### config.mk
export PLATFORM = sky130hd
export DESIGN_NAME = lsu_ctrl_flat
export DESIGN_NICKNAME = d
export VERILOG_FILES = /design/src/rtl/lsu_pkg.sv /design/src/rtl/lsu_if.sv /design/src/rtl/lsu_align.sv /design/src/rtl/lsu_ctrl.sv /design/src/flat_wrapper.sv
export SDC_FILE = /design/constraint.sdc
export NUM_CORES = 1
export LEC_CHECK = 0
export CORE_ASPECT_RATIO = 0.75
export CORE_UTILIZATION = 46
export CTS_CLUSTER_DIAMETER = 200
export DETAILED_ROUTE_END_ITERATION = 6
export PLACE_DENSITY = 0.77
export SYNTH_ARGS = -nofsm -noshare
export SYNTH_HDL_FRONTEND = slang
export SYNTH_SLANG_ARGS = --single-unit
### constraint.sdc
create_clock -name i_clk -period 2.5 [get_ports i_clk]
set_input_delay 0.375 -clock i_clk [delete_from_list [all_inputs] [get_ports i_clk]]
set_output_delay 0.375 -clock i_clk [all_outputs]
set_load 0.02 [all_outputs]
### src/rtl/lsu_pkg.sv
// ============================================================================
// Module   : lsu_pkg
// Purpose  : Shared types, size-mask constants and width helpers for the LSU.
// Revision : 1.0
// ============================================================================
`default_nettype none

package lsu_pkg;

    typedef enum logic [2:0] {
        ST_IDLE  = 3'd0,
        ST_REQ0  = 3'd1,
        ST_WAIT0 = 3'd2,
        ST_REQ1  = 3'd3,
        ST_WAIT1 = 3'd4,
        ST_DONE  = 3'd5
    } lsu_state_e;

    typedef enum logic [1:0] {
        FC_NONE         = 2'd0,
        FC_MISALIGNED   = 2'd1,
        FC_BUS_ERR      = 2'd2,
        FC_ILLEGAL_SIZE = 2'd3
    } fault_cause_e;

    localparam logic [7:0] SIZE_BYTE  = 8'h01;
    localparam logic [7:0] SIZE_HALF  = 8'h03;
    localparam logic [7:0] SIZE_WORD  = 8'h0F;
    localparam logic [7:0] SIZE_DWORD = 8'hFF;

    function automatic int lsu_nb(input int xlen);
        return xlen / 8;
    endfunction

    function automatic int lsu_offw(input int xlen);
        return $clog2(xlen / 8);
    endfunction

endpackage

`default_nettype wire

### src/rtl/lsu_if.sv
// ============================================================================
// Module   : lsu_if
// Purpose  : Decode-side request, data-bus and writeback signals of the LSU.
// Revision : 1.0
// ============================================================================
`default_nettype none

interface lsu_if #(
    parameter int XLEN = 32,
    parameter int RD_W = 5
);
    localparam int NB = XLEN / 8;

    logic            i_valid;
    logic            o_ready;
    logic            i_mem_read;
    logic            i_mem_write;
    logic [NB-1:0]   i_d_size;
    logic            i_d_unsigned;
    logic [XLEN-1:0] i_addr;
    logic [XLEN-1:0] i_wdata;
    logic [RD_W-1:0] i_rd;

    logic            o_req;
    logic            o_we;
    logic [XLEN-1:0] o_addr;
    logic [NB-1:0]   o_be;
    logic [XLEN-1:0] o_wdata;
    logic            i_gnt;
    logic            i_rvalid;
    logic [XLEN-1:0] i_rdata;
    logic            i_err;

    logic            o_done;
    logic            o_wb_valid;
    logic [RD_W-1:0] o_wb_rd;
    logic [XLEN-1:0] o_wb_data;
    logic            o_fault;
    logic [1:0]      o_fault_cause;

    modport slave (
        input  i_valid, i_mem_read, i_mem_write, i_d_size, i_d_unsigned,
        input  i_addr, i_wdata, i_rd, i_gnt, i_rvalid, i_rdata, i_err,
        output o_ready, o_req, o_we, o_addr, o_be, o_wdata,
        output o_done, o_wb_valid, o_wb_rd, o_wb_data, o_fault, o_fault_cause
    );

    modport master (
        output i_valid, i_mem_read, i_mem_write, i_d_size, i_d_unsigned,
        output i_addr, i_wdata, i_rd, i_gnt, i_rvalid, i_rdata, i_err,
        input  o_ready, o_req, o_we, o_addr, o_be, o_wdata,
        input  o_done, o_wb_valid, o_wb_rd, o_wb_data, o_fault, o_fault_cause
    );

endinterface

`default_nettype wire

### src/rtl/lsu_align.sv
// ============================================================================
// Module   : lsu_align
// Purpose  : Store lane shifting into two beats; load realignment and extension.
// Revision : 1.0
// ============================================================================
`default_nettype none

module lsu_align
    import lsu_pkg::*;
#(
    parameter  int XLEN = 32,
    localparam int NB   = lsu_nb(XLEN),
    localparam int OFFW = lsu_offw(XLEN)
) (
    input  wire logic [OFFW-1:0] i_st_off,
    input  wire logic [NB-1:0]   i_st_size,
    input  wire logic [XLEN-1:0] i_st_wdata,
    output logic      [NB-1:0]   o_be_lo,
    output logic      [NB-1:0]   o_be_hi,
    output logic      [XLEN-1:0] o_wd_lo,
    output logic      [XLEN-1:0] o_wd_hi,
    input  wire logic [OFFW-1:0] i_ld_off,
    input  wire logic [NB-1:0]   i_ld_size,
    input  wire logic            i_ld_unsigned,
    input  wire logic [XLEN-1:0] i_ld_lo,
    input  wire logic [XLEN-1:0] i_ld_hi,
    output logic      [XLEN-1:0] o_ld_data
);

    logic [2*NB-1:0]   w_mask2;
    logic [2*XLEN-1:0] w_data2;
    logic [XLEN-1:0]   w_ld_shift;
    logic              w_sign;

    always_comb begin
        w_mask2 = {{NB{1'b0}}, i_st_size} << i_st_off;
        w_data2 = {{XLEN{1'b0}}, i_st_wdata} << {i_st_off, 3'b000};
        o_be_lo = w_mask2[NB-1:0];
        o_be_hi = w_mask2[2*NB-1:NB];
        o_wd_lo = w_data2[XLEN-1:0];
        o_wd_hi = w_data2[2*XLEN-1:XLEN];
    end

    // The last selected lane in ascending order is the top byte, whose MSB is the sign.
    always_comb begin
        w_ld_shift = XLEN'({i_ld_hi, i_ld_lo} >> {i_ld_off, 3'b000});
        w_sign     = 1'b0;
        for (int b = 0; b < NB; b++) begin
            if (i_ld_size[b]) begin
                w_sign = w_ld_shift[8*b+7];
            end
        end
        w_sign = w_sign & ~i_ld_unsigned;
        for (int b = 0; b < NB; b++) begin
            o_ld_data[8*b +: 8] = i_ld_size[b] ? w_ld_shift[8*b +: 8] : {8{w_sign}};
        end
    end

endmodule

`default_nettype wire

### src/rtl/lsu_ctrl.sv
// ============================================================================
// Module   : lsu_ctrl
// Purpose  : Single-outstanding load/store sequencer with misaligned splitting.
// Revision : 1.0
// ============================================================================
`default_nettype none

module lsu_ctrl
    import lsu_pkg::*;
#(
    parameter int XLEN             = 32,
    parameter int SPLIT_MISALIGNED = 1,
    parameter int RD_W             = 5
) (
    input  wire logic i_clk,
    input  wire logic i_rst_n,
    lsu_if.slave      bus
);

    localparam int NB   = lsu_nb(XLEN);
    localparam int OFFW = lsu_offw(XLEN);

    lsu_state_e      state_q, state_d;
    logic            ready_q, ready_d;
    logic            req_q, req_d;
    logic            we_q, we_d;
    logic [XLEN-1:0] addr_q, addr_d;
    logic [NB-1:0]   be_q, be_d;
    logic [XLEN-1:0] wdata_q, wdata_d;
    logic [NB-1:0]   be_hi_q, be_hi_d;
    logic [XLEN-1:0] wd_hi_q, wd_hi_d;
    logic            split_q, split_d;
    logic            load_q, load_d;
    logic [OFFW-1:0] off_q, off_d;
    logic [NB-1:0]   size_q, size_d;
    logic            uns_q, uns_d;
    logic [XLEN-1:0] lo_q, lo_d;
    logic            done_q, done_d;
    logic            wb_valid_q, wb_valid_d;
    logic [RD_W-1:0] wb_rd_q, wb_rd_d;
    logic [XLEN-1:0] wb_data_q, wb_data_d;
    logic            fault_q, fault_d;
    fault_cause_e    cause_q, cause_d;

    logic [OFFW-1:0] w_off;
    logic [XLEN-1:0] w_base;
    logic [NB-1:0]   w_be_lo, w_be_hi;
    logic [XLEN-1:0] w_wd_lo, w_wd_hi;
    logic [XLEN-1:0] w_ld_lo, w_ld_hi, w_ld_data;
    logic            w_accept;
    logic            w_fin;
    fault_cause_e    w_fin_cause;

    assign w_off    = bus.i_addr[OFFW-1:0];
    assign w_base   = {bus.i_addr[XLEN-1:OFFW], {OFFW{1'b0}}};
    assign w_accept = bus.i_valid & (bus.i_mem_read | bus.i_mem_write);
    // In WAIT0 the live beat is the low half; in WAIT1 it is the high half.
    assign w_ld_lo  = (state_q == ST_WAIT1) ? lo_q : bus.i_rdata;
    assign w_ld_hi  = (state_q == ST_WAIT1) ? bus.i_rdata : '0;

    lsu_align #(.XLEN(XLEN)) u_align (
        .i_st_off      (w_off),
        .i_st_size     (bus.i_d_size),
        .i_st_wdata    (bus.i_wdata),
        .o_be_lo       (w_be_lo),
        .o_be_hi       (w_be_hi),
        .o_wd_lo       (w_wd_lo),
        .o_wd_hi       (w_wd_hi),
        .i_ld_off      (off_q),
        .i_ld_size     (size_q),
        .i_ld_unsigned (uns_q),
        .i_ld_lo       (w_ld_lo),
        .i_ld_hi       (w_ld_hi),
        .o_ld_data     (w_ld_data)
    );

    always_comb begin
        state_d    = state_q;    ready_d   = ready_q;   req_d     = req_q;
        we_d       = we_q;       addr_d    = addr_q;    be_d      = be_q;
        wdata_d    = wdata_q;    be_hi_d   = be_hi_q;   wd_hi_d   = wd_hi_q;
        split_d    = split_q;    load_d    = load_q;    off_d     = off_q;
        size_d     = size_q;     uns_d     = uns_q;     lo_d      = lo_q;
        wb_rd_d    = wb_rd_q;    wb_data_d = wb_data_q; cause_d   = cause_q;
        done_d     = 1'b0;       wb_valid_d = 1'b0;     fault_d   = 1'b0;
        w_fin       = 1'b0;
        w_fin_cause = FC_NONE;

        case (state_q)
            ST_IDLE: begin
                if (w_accept) begin
                    ready_d = 1'b0;
                    load_d  = bus.i_mem_read;
                    off_d   = w_off;
                    size_d  = bus.i_d_size;
                    uns_d   = bus.i_d_unsigned;
                    wb_rd_d = bus.i_rd;
                    split_d = |w_be_hi;
                    be_hi_d = w_be_hi;
                    wd_hi_d = w_wd_hi;
                    if (bus.i_d_size == '0) begin
                        state_d     = ST_DONE;
                        w_fin       = 1'b1;
                        w_fin_cause = FC_ILLEGAL_SIZE;
                    end else if ((|w_be_hi) && (SPLIT_MISALIGNED == 0)) begin
                        state_d     = ST_DONE;
                        w_fin       = 1'b1;
                        w_fin_cause = FC_MISALIGNED;
                    end else begin
                        state_d = ST_REQ0;
                        req_d   = 1'b1;
                        we_d    = ~bus.i_mem_read;
                        addr_d  = w_base;
                        be_d    = w_be_lo;
                        wdata_d = w_wd_lo;
                    end
                end
            end
            ST_REQ0, ST_REQ1: begin
                if (bus.i_gnt) begin
                    req_d   = 1'b0;
                    state_d = (state_q == ST_REQ0) ? ST_WAIT0 : ST_WAIT1;
                end
            end
            ST_WAIT0: begin
                if (bus.i_rvalid) begin
                    lo_d = bus.i_rdata;
                    if (bus.i_err) begin
                        state_d     = ST_DONE;
                        w_fin       = 1'b1;
                        w_fin_cause = FC_BUS_ERR;
                    end else if (split_q) begin
                        state_d = ST_REQ1;
                        req_d   = 1'b1;
                        addr_d  = addr_q + XLEN'(NB);
                        be_d    = be_hi_q;
                        wdata_d = wd_hi_q;
                    end else begin
                        state_d = ST_DONE;
                        w_fin   = 1'b1;
                    end
                end
            end
            ST_WAIT1: begin
                if (bus.i_rvalid) begin
                    state_d     = ST_DONE;
                    w_fin       = 1'b1;
                    w_fin_cause = bus.i_err ? FC_BUS_ERR : FC_NONE;
                end
            end
            ST_DONE: begin
                state_d = ST_IDLE;
                ready_d = 1'b1;
            end
            default: begin
                state_d = ST_IDLE;
                ready_d = 1'b1;
                req_d   = 1'b0;
            end
        endcase

        if (w_fin) begin
            done_d     = 1'b1;
            fault_d    = (w_fin_cause != FC_NONE);
            cause_d    = w_fin_cause;
            wb_valid_d = load_q && (w_fin_cause == FC_NONE);
            wb_data_d  = wb_valid_d ? w_ld_data : '0;
        end
    end

    always_ff @(posedge i_clk or negedge i_rst_n) begin
        if (!i_rst_n) begin
            state_q <= ST_IDLE;  ready_q <= 1'b1;   req_q <= 1'b0;   we_q <= 1'b0;
            addr_q  <= '0;       be_q    <= '0;     wdata_q <= '0;   be_hi_q <= '0;
            wd_hi_q <= '0;       split_q <= 1'b0;   load_q <= 1'b0;  off_q <= '0;
            size_q  <= '0;       uns_q   <= 1'b0;   lo_q <= '0;      done_q <= 1'b0;
            wb_valid_q <= 1'b0;  wb_rd_q <= '0;     wb_data_q <= '0; fault_q <= 1'b0;
            cause_q <= FC_NONE;
        end else begin
            state_q <= state_d;  ready_q <= ready_d; req_q <= req_d;  we_q <= we_d;
            addr_q  <= addr_d;   be_q    <= be_d;    wdata_q <= wdata_d; be_hi_q <= be_hi_d;
            wd_hi_q <= wd_hi_d;  split_q <= split_d; load_q <= load_d; off_q <= off_d;
            size_q  <= size_d;   uns_q   <= uns_d;   lo_q <= lo_d;     done_q <= done_d;
            wb_valid_q <= wb_valid_d; wb_rd_q <= wb_rd_d; wb_data_q <= wb_data_d;
            fault_q <= fault_d;  cause_q <= cause_d;
        end
    end

    assign bus.o_ready       = ready_q;
    assign bus.o_req         = req_q;
    assign bus.o_we          = we_q;
    assign bus.o_addr        = addr_q;
    assign bus.o_be          = be_q;
    assign bus.o_wdata       = wdata_q;
    assign bus.o_done        = done_q;
    assign bus.o_wb_valid    = wb_valid_q;
    assign bus.o_wb_rd       = wb_rd_q;
    assign bus.o_wb_data     = wb_data_q;
    assign bus.o_fault       = fault_q;
    assign bus.o_fault_cause = cause_q;

endmodule

`default_nettype wire

### src/flat_wrapper.sv
// flat-port wrapper written by rule: the top's interface ports become plain ports
module lsu_ctrl_flat import lsu_pkg::*;
#(
    parameter int XLEN             = 32,
    parameter int SPLIT_MISALIGNED = 1,
    parameter int RD_W             = 5
)
  (i_clk, i_rst_n, bus_i_valid, bus_i_mem_read, bus_i_mem_write, bus_i_d_size, bus_i_d_unsigned, bus_i_addr, bus_i_wdata, bus_i_rd, bus_i_gnt, bus_i_rvalid, bus_i_rdata, bus_i_err, bus_o_ready, bus_o_req, bus_o_we, bus_o_addr, bus_o_be, bus_o_wdata, bus_o_done, bus_o_wb_valid, bus_o_wb_rd, bus_o_wb_data, bus_o_fault, bus_o_fault_cause);
  lsu_if #(.XLEN(XLEN), .RD_W(RD_W)) bus_i ();
  input  wire logic i_clk;
  input  wire logic i_rst_n;
  input wire logic [$bits(bus_i.i_valid)-1:0] bus_i_valid;
  input wire logic [$bits(bus_i.i_mem_read)-1:0] bus_i_mem_read;
  input wire logic [$bits(bus_i.i_mem_write)-1:0] bus_i_mem_write;
  input wire logic [$bits(bus_i.i_d_size)-1:0] bus_i_d_size;
  input wire logic [$bits(bus_i.i_d_unsigned)-1:0] bus_i_d_unsigned;
  input wire logic [$bits(bus_i.i_addr)-1:0] bus_i_addr;
  input wire logic [$bits(bus_i.i_wdata)-1:0] bus_i_wdata;
  input wire logic [$bits(bus_i.i_rd)-1:0] bus_i_rd;
  input wire logic [$bits(bus_i.i_gnt)-1:0] bus_i_gnt;
  input wire logic [$bits(bus_i.i_rvalid)-1:0] bus_i_rvalid;
  input wire logic [$bits(bus_i.i_rdata)-1:0] bus_i_rdata;
  input wire logic [$bits(bus_i.i_err)-1:0] bus_i_err;
  output wire logic [$bits(bus_i.o_ready)-1:0] bus_o_ready;
  output wire logic [$bits(bus_i.o_req)-1:0] bus_o_req;
  output wire logic [$bits(bus_i.o_we)-1:0] bus_o_we;
  output wire logic [$bits(bus_i.o_addr)-1:0] bus_o_addr;
  output wire logic [$bits(bus_i.o_be)-1:0] bus_o_be;
  output wire logic [$bits(bus_i.o_wdata)-1:0] bus_o_wdata;
  output wire logic [$bits(bus_i.o_done)-1:0] bus_o_done;
  output wire logic [$bits(bus_i.o_wb_valid)-1:0] bus_o_wb_valid;
  output wire logic [$bits(bus_i.o_wb_rd)-1:0] bus_o_wb_rd;
  output wire logic [$bits(bus_i.o_wb_data)-1:0] bus_o_wb_data;
  output wire logic [$bits(bus_i.o_fault)-1:0] bus_o_fault;
  output wire logic [$bits(bus_i.o_fault_cause)-1:0] bus_o_fault_cause;
  assign bus_i.i_valid = bus_i_valid;
  assign bus_i.i_mem_read = bus_i_mem_read;
  assign bus_i.i_mem_write = bus_i_mem_write;
  assign bus_i.i_d_size = bus_i_d_size;
  assign bus_i.i_d_unsigned = bus_i_d_unsigned;
  assign bus_i.i_addr = bus_i_addr;
  assign bus_i.i_wdata = bus_i_wdata;
  assign bus_i.i_rd = bus_i_rd;
  assign bus_i.i_gnt = bus_i_gnt;
  assign bus_i.i_rvalid = bus_i_rvalid;
  assign bus_i.i_rdata = bus_i_rdata;
  assign bus_i.i_err = bus_i_err;
  assign bus_o_ready = bus_i.o_ready;
  assign bus_o_req = bus_i.o_req;
  assign bus_o_we = bus_i.o_we;
  assign bus_o_addr = bus_i.o_addr;
  assign bus_o_be = bus_i.o_be;
  assign bus_o_wdata = bus_i.o_wdata;
  assign bus_o_done = bus_i.o_done;
  assign bus_o_wb_valid = bus_i.o_wb_valid;
  assign bus_o_wb_rd = bus_i.o_wb_rd;
  assign bus_o_wb_data = bus_i.o_wb_data;
  assign bus_o_fault = bus_i.o_fault;
  assign bus_o_fault_cause = bus_i.o_fault_cause;
  lsu_ctrl #(.XLEN(XLEN), .SPLIT_MISALIGNED(SPLIT_MISALIGNED), .RD_W(RD_W)) u_core (.i_clk(i_clk), .i_rst_n(i_rst_n), .bus(bus_i));
endmodule
==> metrics.csv <==
stage,metric,value,unit
grt,grt.total_usage,0.288,
clocking,cts.reportedPaths.clkPinSlew,0.08,ns
power,power_density,1220,nW/um^2
setup_path,cp-start-kind,flop,
power,power_switching,6940,uW
floorplan,coreArea,21200,sq um
run_status,outcome,"finished, final reports clean",
setup_path,path_cells,"or3b_4, mux4_2, o22ai_2, a2111oi_4, buf_4, a31oi_1, o21ai_0",
setup_path,endpoint_kind,flop,
power,p_int,9340,uW
layout,instances_no_fill,1567,
logic_synthesis,yosys_warnings,0,
layout,syn_to_final_growth,33.9,%
timing,final.setup.tns,0,ns
logic_synthesis,syn_inst,1063,
floorplan,dieArea,22300,sq um
logic_synthesis,synth_cell_type_count,61,
routing,via_count,9375,
routing,drtIter0Drc,1015,
power,vdd_drop_max,0.000544,V
routing,vias_per_cell,5.98,
setup_path,critPathMaxStageDelay,0.46,ns
routing,drc,0,
timing,worstMarginPinSlew,1.02,ns
worst_hold_path,hold_path.class,input pin to asynchronous set/reset pin,
place,gp_congestion,0.919,
logic_synthesis,synth-edff-count,0,
clocking,htree_levels,4,
floorplan,die_h,130,um
logic_synthesis,async_reset_ff_frac,1.00,
place,port_buffers,224,
layout,final.fill_count,1688,
power,seq_power_share,0.339,
layout,multi_input_area,5110,sq um
grt,grt_pass1_vias,8658,
timing,hold_slack,0.460,ns
floorplan,start_util,0.471,
floorplan,pin_count,227,
timing,fmaxAchievable,416,MHz
clocking,cts_max_path_buffers,2,
setup_path,arrival,2.70,ns
layout,diodes,0,
setup_path,worstSetupPathType,flop to flop,
timing,fin_crit,2.40,ns
power,leakage,0.00558,uW
grt,grt_max_degree,56,
clocking,root_buffer,clkbuf_16,
timing,drv_slew,0,
timing,slew_headroom,0.317,
timing,finalHoldViolCount,0,
floorplan,rows,46,
power,total_power,16300,uW
grt,grt.overflow.total,0,
grt,grt_pass1_wl,49.0,mm
timing,setup_viol,0,
clocking,cts_made_buffers,17,
setup_path,crit_slowest_cell,mux4_2,
setup_path,path_max_fanout,8,
timing,rsz0062_at_grt,false,
clocking,clock_latency,0.44,ns
timing,skew,0.0143,ns
power,swShare,0.426,
routing,post_drt_wl_per_cell,20.1,um
place,dp.cells,1533,
clocking,cts_tree,built,
clocking,cts_num_sinks,182,
logic_synthesis,synth_area,10000,sq um
routing,drt_pass1_iterations,5,
power,pwr-share-clk,0.164,
flow_run,maxCapViolations,0,
timing,period_share,0.961,
layout,drive_gt1_frac,0.135,
layout,num-nets-final,1381,
grt,antenna_found_initial,0,
logic_synthesis,yosysSeqAreaShare,0.456,
setup_path,worst_ep_required_time,2.80,ns
logic_synthesis,yosys_register_bits,182,
logic_synthesis,synth_ff_type,dfrtp_1,
logic_synthesis,avgSynthCellArea,9.41,sq um
layout,regArea,4560,sq um
power,combPwrFrac,0.496,
floorplan,die_width,172,um
routing,finalWirelength,31.5,mm
place,hpwl,22.7,mm
routing,ant_nets,0,
==> worst paths after layout <==
| check | startpoint | endpoint | slack, ns | cells past startpoint |
|---|---|---|---|---|
| max reg2reg | u_core.state_q[0] | u_core.bus.o_wb_data[9] | 0.1 | 7 |
| max in group asynchronous | i_rst_n | u_core.be_hi_q[1] | 1.22 | 3 |
| min reg2reg | u_core.wd_hi_q[8] | u_core.wd_hi_q[8] | 0.47 | 2 |
| max | u_core.state_q[0] | u_core.bus.o_wb_data[9] | 0.1 | 7 |
| min | i_rst_n | u_core.bus.o_addr[23] | 0.46 | 2 |
| min in group i_clk | bus_i_rd[3] | u_core.bus.o_wb_rd[3] | 0.47 | 3 |
==> cells in the mapped netlist, types with 9 or more instances <==
master	n	area share
dfrtp_1	181	0.45
o31ai_1	11	0.0083
mux2_2	54	0.061
nor3_1	13	0.0065
nand3_1	59	0.030
clkbuf_1	71	0.027
o21ai_0	65	0.033
a21oi_1	57	0.029
mux2i_1	53	0.053
inv_1	9	0.0034
nor2_1	75	0.028
o211ai_1	14	0.011
a31oi_1	9	0.0056
a22o_1	16	0.014
o22ai_1	22	0.014
mux4_2	16	0.036
a221oi_1	33	0.029
nand2_1	186	0.070
==> stage by stage <==
stage          worst slack (ns)  utilization  cell area [sq um]
6_report                 0.0978        0.630              13400
5_1_grt                 0.00633        0.630              13400
4_1_cts                 0.00648        0.629              13400
3_5_place_dp            -0.0871        0.600              12700
3_3_place_gp            -0.0229        0.600              12700
2_1_floorplan             0.147            -              10000
==> state kept, by name, indices dropped and copies added, names as in the netlist, 4 cells and up <==
name,count
u_core.bus.o_wb_data,32
u_core.bus.o_wdata,32
u_core.lo_q,32
u_core.bus.o_be,4
u_core.bus.o_wb_rd,5
u_core.size_q,4
u_core.wd_hi_q,24
u_core.bus.o_addr,30
==> power by group through the flow <==
| stage | sequential [uW] | combinational (uW) | clock, uW |
|---|---|---|---|
| floorplan | 6030 | 4010 | 0 |
| global placement | 5480 | 7770 | 0 |
| detailed placement | 5530 | 7910 | 0 |
| CTS | 5480 | 7980 | 2710 |
| global route | 5680 | 8740 | 2820 |
| finish | 5530 | 8090 | 2670 |
==> cell type report <==
cell class	count	area share
multi-input cells	785	0.382
flip-flops and latches	182	0.340
repair buffers	271	0.205
clock buffers	17	0.0318
well taps	288	0.0269
clock inverters	15	0.0119
inverters	9	0.00252
==> worst max-delay path, delay by kind of cell, from the launching register on <==
family	cells	cell delay (ns)
AOI/OAI and AO/OA	4	0.77
buffers and inverters	1	0.20
DFF	1	0.39
muxes	1	0.46
and+or+nand+nor	1	0.45
==> placed cells by master (no fill, tap or decap), drive strengths merged, types with 15 or more instances in the layout <==
cell	n
inv	17
o22ai	23
clkdlybuf4s50	223
dfrtp	181
a21oi	57
nand3	59
mux4	16
a22o	16
nand2	186
clkbuf	18
mux2i	53
mux2	54
nor2	75
o211ai	15
o21ai	73
a221oi	34
buf	46
==> timing repair <==
item | CTS | global route
endpoints found under the setup margin | 5 | 27
endpoints found under the hold margin | 52 | 0
pin swaps | 1 | 1
gates resized for setup | 0 | 7
setup buffers | 1 | 0
hold buffers | 1 | 0
==> cell families (layout without fill, tap and decap cells) <==
family / count (synthesis) / after routing / synth area share
DFF: 182 / 182 / 0.456
muxes: 123 / 123 / 0.150
adders and majority gates: 1 / 1 / 0.00125
AOI/OAI and AO/OA: 273 / 273 / 0.185
xor gates and xnor gates: 1 / 1 / 0.000876
buffers and inverters: 97 / 312 / 0.0389
other: 1 / 2 / 0.000375
and+or+nand+nor: 385 / 385 / 0.168
==> metal layers <==
metal	part of all wire	up-vias	GRT usage
met2	0.43	489	0.403
met1	0.46	4543	0.437
li1	-	4285	-
met4	0.023	0	0.0937
met5	0	-	0
met3	0.090	58	0.0663
(Power assumes the default switching activity.)
